==> src/rtl/tristate_bus_reader.sv <==
// rtl/tristate_bus_reader.sv - round-robin reader of a shared tristate bus with settle, capture and turnaround
module tristate_bus_reader #(
    parameter  int WIDTH   = 8,
    parameter  int NUM_SRC = 4,
    parameter  int SETTLE  = 1,
    localparam int SRC_W   = $clog2(NUM_SRC)
) (
    input  logic               clk_i,
    input  logic               rst_n_i,
    input  logic [NUM_SRC-1:0] req_i,
    output logic [NUM_SRC-1:0] e_o,
    input  logic [WIDTH-1:0]   d_i,
    output logic [NUM_SRC-1:0] ack_o,
    output logic [WIDTH-1:0]   q_o,
    output logic [SRC_W-1:0]   q_src_o,
    output logic               q_valid_o,
    input  logic               q_ready_i,
    output logic               busy_o
);

    localparam int                 CNT_W     = (SETTLE > 0) ? $clog2(SETTLE + 1) : 1;
    localparam logic [CNT_W-1:0]   SETTLE_C  = CNT_W'(SETTLE);
    localparam logic [SRC_W:0]     NUM_SRC_W = (SRC_W + 1)'(NUM_SRC);
    localparam logic [SRC_W-1:0]   LAST_IDX  = SRC_W'(NUM_SRC - 1);
    localparam logic [NUM_SRC-1:0] ONE_HOT0  = NUM_SRC'(1);

    typedef enum logic [1:0] {
        S_IDLE  = 2'd0,
        S_GRANT = 2'd1,
        S_TURN  = 2'd2
    } state_t;

    state_t             state_q;
    logic [SRC_W-1:0]   g_q;
    logic [SRC_W-1:0]   ptr_q;
    logic [CNT_W-1:0]   cnt_q;
    logic [NUM_SRC-1:0] e_q;
    logic [NUM_SRC-1:0] ack_q;
    logic [WIDTH-1:0]   q_q;
    logic [SRC_W-1:0]   q_src_q;
    logic               q_valid_q;

    logic [NUM_SRC-1:0] req_rot_d;
    logic               win_found_d;
    logic [SRC_W:0]     win_off_d;
    logic [SRC_W:0]     win_sum_d;
    logic [SRC_W-1:0]   win_idx_d;
    logic [NUM_SRC-1:0] win_oh_d;
    logic               slot_free_d;
    logic               req_g_d;
    logic [SRC_W-1:0]   ptr_next_d;

    // Round-robin pick: rotate requests so the pointer sits at bit 0, take the lowest set bit
    always_comb begin
        req_rot_d   = NUM_SRC'({req_i, req_i} >> ptr_q);
        win_found_d = 1'b0;
        win_off_d   = '0;
        for (int i = NUM_SRC - 1; i >= 0; i--) begin
            if (req_rot_d[i]) begin
                win_found_d = 1'b1;
                win_off_d   = (SRC_W + 1)'(i);
            end
        end
        win_sum_d = {1'b0, ptr_q} + win_off_d;
        if (win_sum_d >= NUM_SRC_W) begin
            win_sum_d = win_sum_d - NUM_SRC_W;
        end
        win_idx_d = win_sum_d[SRC_W-1:0];
        win_oh_d  = ONE_HOT0 << win_idx_d;
    end

    // Capture-side helpers: output slot availability, live request of the granted source, next pointer
    always_comb begin
        slot_free_d = !q_valid_q || q_ready_i;
        req_g_d     = req_i[g_q];
        ptr_next_d  = (g_q == LAST_IDX) ? '0 : g_q + SRC_W'(1);
    end

    // Transfer FSM with registered enable, acknowledge and output slot; reset releases the bus at once
    always_ff @(posedge clk_i or negedge rst_n_i) begin
        if (!rst_n_i) begin
            state_q   <= S_IDLE;
            g_q       <= '0;
            ptr_q     <= '0;
            cnt_q     <= '0;
            e_q       <= '0;
            ack_q     <= '0;
            q_q       <= '0;
            q_src_q   <= '0;
            q_valid_q <= 1'b0;
        end else begin
            ack_q <= '0;
            if (q_valid_q && q_ready_i) begin
                q_valid_q <= 1'b0;
            end
            case (state_q)
                S_IDLE: begin
                    if (win_found_d) begin
                        g_q     <= win_idx_d;
                        cnt_q   <= SETTLE_C;
                        e_q     <= win_oh_d;
                        state_q <= S_GRANT;
                    end
                end
                S_GRANT: begin
                    if (!req_g_d) begin
                        // Source withdrew: release the bus, keep the pointer so it stays favoured
                        e_q     <= '0;
                        state_q <= S_TURN;
                    end else if (cnt_q != '0) begin
                        cnt_q <= cnt_q - CNT_W'(1);
                    end else if (slot_free_d) begin
                        q_q       <= d_i;
                        q_src_q   <= g_q;
                        q_valid_q <= 1'b1;
                        ack_q     <= e_q;
                        ptr_q     <= ptr_next_d;
                        e_q       <= '0;
                        state_q   <= S_TURN;
                    end
                end
                S_TURN: begin
                    state_q <= S_IDLE;
                end
                default: begin
                    e_q     <= '0;
                    state_q <= S_IDLE;
                end
            endcase
        end
    end

    assign e_o       = e_q;
    assign ack_o     = ack_q;
    assign q_o       = q_q;
    assign q_src_o   = q_src_q;
    assign q_valid_o = q_valid_q;
    assign busy_o    = (state_q != S_IDLE);

endmodule

==> config.mk <==
export PLATFORM = sky130hd
export DESIGN_NAME = tristate_bus_reader
export DESIGN_NICKNAME = d
export VERILOG_FILES = /design/src/rtl/tristate_bus_reader.sv
export SDC_FILE = /design/constraint.sdc
export NUM_CORES = 1
export LEC_CHECK = 0
export ABC_CLOCK_PERIOD_IN_PS = 2150
export CORE_MARGIN = 2
export CORE_UTILIZATION = 46
export CTS_BUF_LIST = sky130_fd_sc_hd__clkbuf_16
export CTS_CLUSTER_DIAMETER = 50
export DETAILED_ROUTE_END_ITERATION = 7
export PLACE_DENSITY_LB_ADDON = 0.08
export SLEW_MARGIN = 20
export SYNTH_ARGS = -nofsm -noshare
export SYNTH_HDL_FRONTEND = slang
export SYNTH_SLANG_ARGS = --single-unit
==> constraint.sdc <==
create_clock -name clk_i -period 2.15 [get_ports clk_i]
set_input_delay 0.43 -clock clk_i [delete_from_list [all_inputs] [get_ports clk_i]]
set_output_delay 0.43 -clock clk_i [all_outputs]
set_load 0.05 [all_outputs]
==> results by group <==
Final layout
  – Layout area overhead: 44.7%
  – Multi-input combinational cell area: 527 um^2
  – Post-Layout Cell Count: 184
  – Most frequent cells in the layout: clkdlybuf4s50_1, dfrtp_1, nand2_1, buf_4, nor2_1
  – Storage cell area: 651 um^2
  – Fillers: 195
  – Fraction of layout cells with a size suffix above 1: 0.214
  – N_diodes: 0
  – Nets: 172
  – Most common cell after layout, fill and taps aside: clkdlybuf4s50_1
  – Cell area after layout: 1790 um^2

Routing
  – Via-per-instance ratio: 5.12
  – Iter 0 DRT Violations: 17
  – Routed Antenna Nets: 0
  – Total number of vias: 942
  – Drt wl/cell: 14.0 um
  – Router iterations before antenna repair: 4
  – Final WL: 2580 um
  – DRC viols: 0

Power
  – Power density cells: 1560 nW/um^2
  – Leak pwr: 0.000823 uW
  – Combinational Power Share: 0.517
  – Tot Pwr: 2790 uW
  – Register share of total power: 0.294
  – Maximum VDD drop: 1.23 mV
  – Sw frac: 0.411
  – Clock share of power: 0.189
  – Switch Pwr: 1150 uW
  – Internal power: 1650 uW

Placed design
  – Inst Count DP: 180
  – PortBufs: 34
  – Post-DP HPWL: 1850 um
  – Post-DP Area: 1680 um^2
  – Final GP Congestion: 0.854

Synthesis
  – Seq cells post-synth: 26
  – Register area share after synthesis: 0.526
  – Post-synth ARST share: 1.00
  – Synth warn: 0
  – Syn nets: 125
  – Mapped Area: 1240 um^2
  – Synth unique cells: 34
  – Mean post-synth cell area: 11.4 um^2
  – Main flop type after synthesis: dfrtp_1
  – Syn Inst Count: 108
  – Number of flops mapped to enable cells by yosys: 0

Worst setup path
  – FF-to-FF path depth: 5
  – Worst EP required: 2.29 ns
  – Setup Crit Path Kind: in -> reg
  – Type of origin of the critical path: input port
  – CP max FO: 6
  – Critical path capture point type: flop
  – WP data arrival: 2.12 ns

Clocking
  – H-Tree Depth: 1
  – CTS root buf: clkbuf_16
  – Max Buffers Root-to-Sink: 2
  – Insertion delay to the later sink of the worst-skew pair: 0.26 ns
  – CTS tree: built
  – Setup bufs post-CTS: 0
  – CTS buffer count: 3
  – CTS clk-pin slew, worst paths: 0.06 ns
  – CTS Sinks: 26

Timing
  – Post-route clock skew: 0.00201 ns
  – Final Cycle Share: 0.918
  – Final min period: 1.97 ns
  – RSZ-0062 raised after global routing: false
  – Least-Margin Pin Slew: 0.536 ns
  – Pins Over Slew Limit: 0
  – Final Hold Vio Count: 0
  – Max Clock Freq: 506 MHz
  – Final setup viols: 0
  – Slew headroom: 0.642

Die
  – Core Region: 2520 um^2
  – Die X-Extent: 55.8 um
  – I/O Pins: 35
  – Die area: 3120 um^2
  – Core Rows: 18
  – Die Span Y: 55.8 um
  – Initial Util: 0.490

Global route
  – Total Routing Usage GR: 0.174
  – First-pass GRT wire length: 4210 um
  – Initial antenna violation count: 0
  – Grt total ovfl: 0
  – Vias in the first global route: 919
  – Largest net degree at the start of global routing: 27

Worst hold path
  – Worst Hold Class: reg -> reg
  – WHS Path Cells: 1

Status
  – Status: completed

Run
  – Maxcap violations: 0
sequential cells by signal (all words and copies together) (netlist names):
register,flops
q_o,8
e_o,4
cnt_q,1
state_q,2
ptr_q,2
q_src_o,2
q_valid_o,1
ack_o,4
g_q,2
final timing paths:
path,start,to,slack [ns]
setup reg to reg,g_q[0]$_DFFE_PN0P_,q_o[2]$_DFFE_PN0P_,0.21
setup / recovery,req_i[3],q_o[2]$_DFFE_PN0P_,0.18
hold / removal,state_q[1]$_DFFE_PN0P_,state_q[1]$_DFFE_PN0P_,0.48
max in group asynchronous,rst_n_i,ptr_q[0]$_DFFE_PN0P_,1.36
min in group asynchronous,rst_n_i,state_q[0]$_DFFE_PN0P_,0.54
hold reg to reg,state_q[1]$_DFFE_PN0P_,state_q[1]$_DFFE_PN0P_,0.48
synth_stat cells, drive strengths merged (2+ instances only):
cell type | number | share of area
nor2b | 3 | 0.015
nand2b | 2 | 0.010
o21ai | 5 | 0.020
dfrtp | 26 | 0.53
mux2i | 2 | 0.016
nand2 | 12 | 0.036
o22ai | 2 | 0.010
inv | 5 | 0.015
nor3b | 2 | 0.012
a21oi | 2 | 0.0081
nor2 | 9 | 0.027
o31ai | 2 | 0.012
mux2 | 11 | 0.11
ha | 2 | 0.020
nor4 | 2 | 0.010
clkbuf | 3 | 0.0091
or2 | 2 | 0.010
buf | 3 | 0.025
worst max-delay path: stages:
cell           delay [ns]
dlygate4sd2_1        0.28
buf_4                0.15
mux4_1               0.52
nand3b_2             0.12
or3b_4               0.15
buf_6                0.14
mux2_2               0.34
per-layer routing:
| layer | global-route usage | share of wire | up-vias |
|---|---|---|---|
| li1 | - | - | 467 |
| met1 | 0.210 | 0.44 | 448 |
| met2 | 0.308 | 0.52 | 23 |
| met3 | 0.0349 | 0.039 | 4 |
| met4 | 0.0612 | 0.0081 | 0 |
| met5 | 0 | 0 | - |
stage by stage:
step | worst slack [ns] | utilization | setup TNS, ns | hold slack, ns
floorplan | 0.147 | - | 0 | 0.134
global placement | -0.327 | 0.665 | -5.31 | 0.458
detailed placement | -0.352 | 0.665 | -5.83 | 0.475
CTS | 0.0181 | 0.708 | 0 | 0.480
global route | 0.0100 | 0.709 | 0 | 0.522
finish | 0.175 | 0.709 | 0 | 0.478
repair_timing:
action | 4_1_cts | 5_1_grt
setup endpoints to repair | 12 | 1
gates resized for setup | 7 | 1
pin swaps | 0 | 0
hold buffers | 0 | 0
hold endpoints to repair | 0 | 0
cells by family (layout without fill, tap and decap cells):
logic type                 Yosys count  count (layout)  share of synthesized area
AOI/OAI and AO/OA                   16              16                     0.0850
xor gates and xnor gates             2               2                     0.0142
adders and majority gates            2               2                     0.0202
buffers and inverters               11              57                     0.0496
DFF                                 26              26                      0.526
muxes                               14              14                      0.150
and+or+nand+nor                     37              37                      0.155
power by group through the flow:
stage	logic, uW	registers [uW]	clock network [uW]
2_1_floorplan	576	1190	0
3_3_place_gp	1390	817	0
3_5_place_dp	1420	826	0
4_1_cts	1450	821	542
5_1_grt	1520	852	556
6_report	1440	822	527
layout make-up:
class                   instances  area share
flip-flops and latches         26       0.364
clock inverters                 1      0.0168
clock buffers                   3      0.0420
inverters                       5      0.0105
multi-input cells              71       0.294
well taps                      30      0.0210
repair buffers                 48       0.252
No activity file was read; power rests on OpenSTA's default activity.
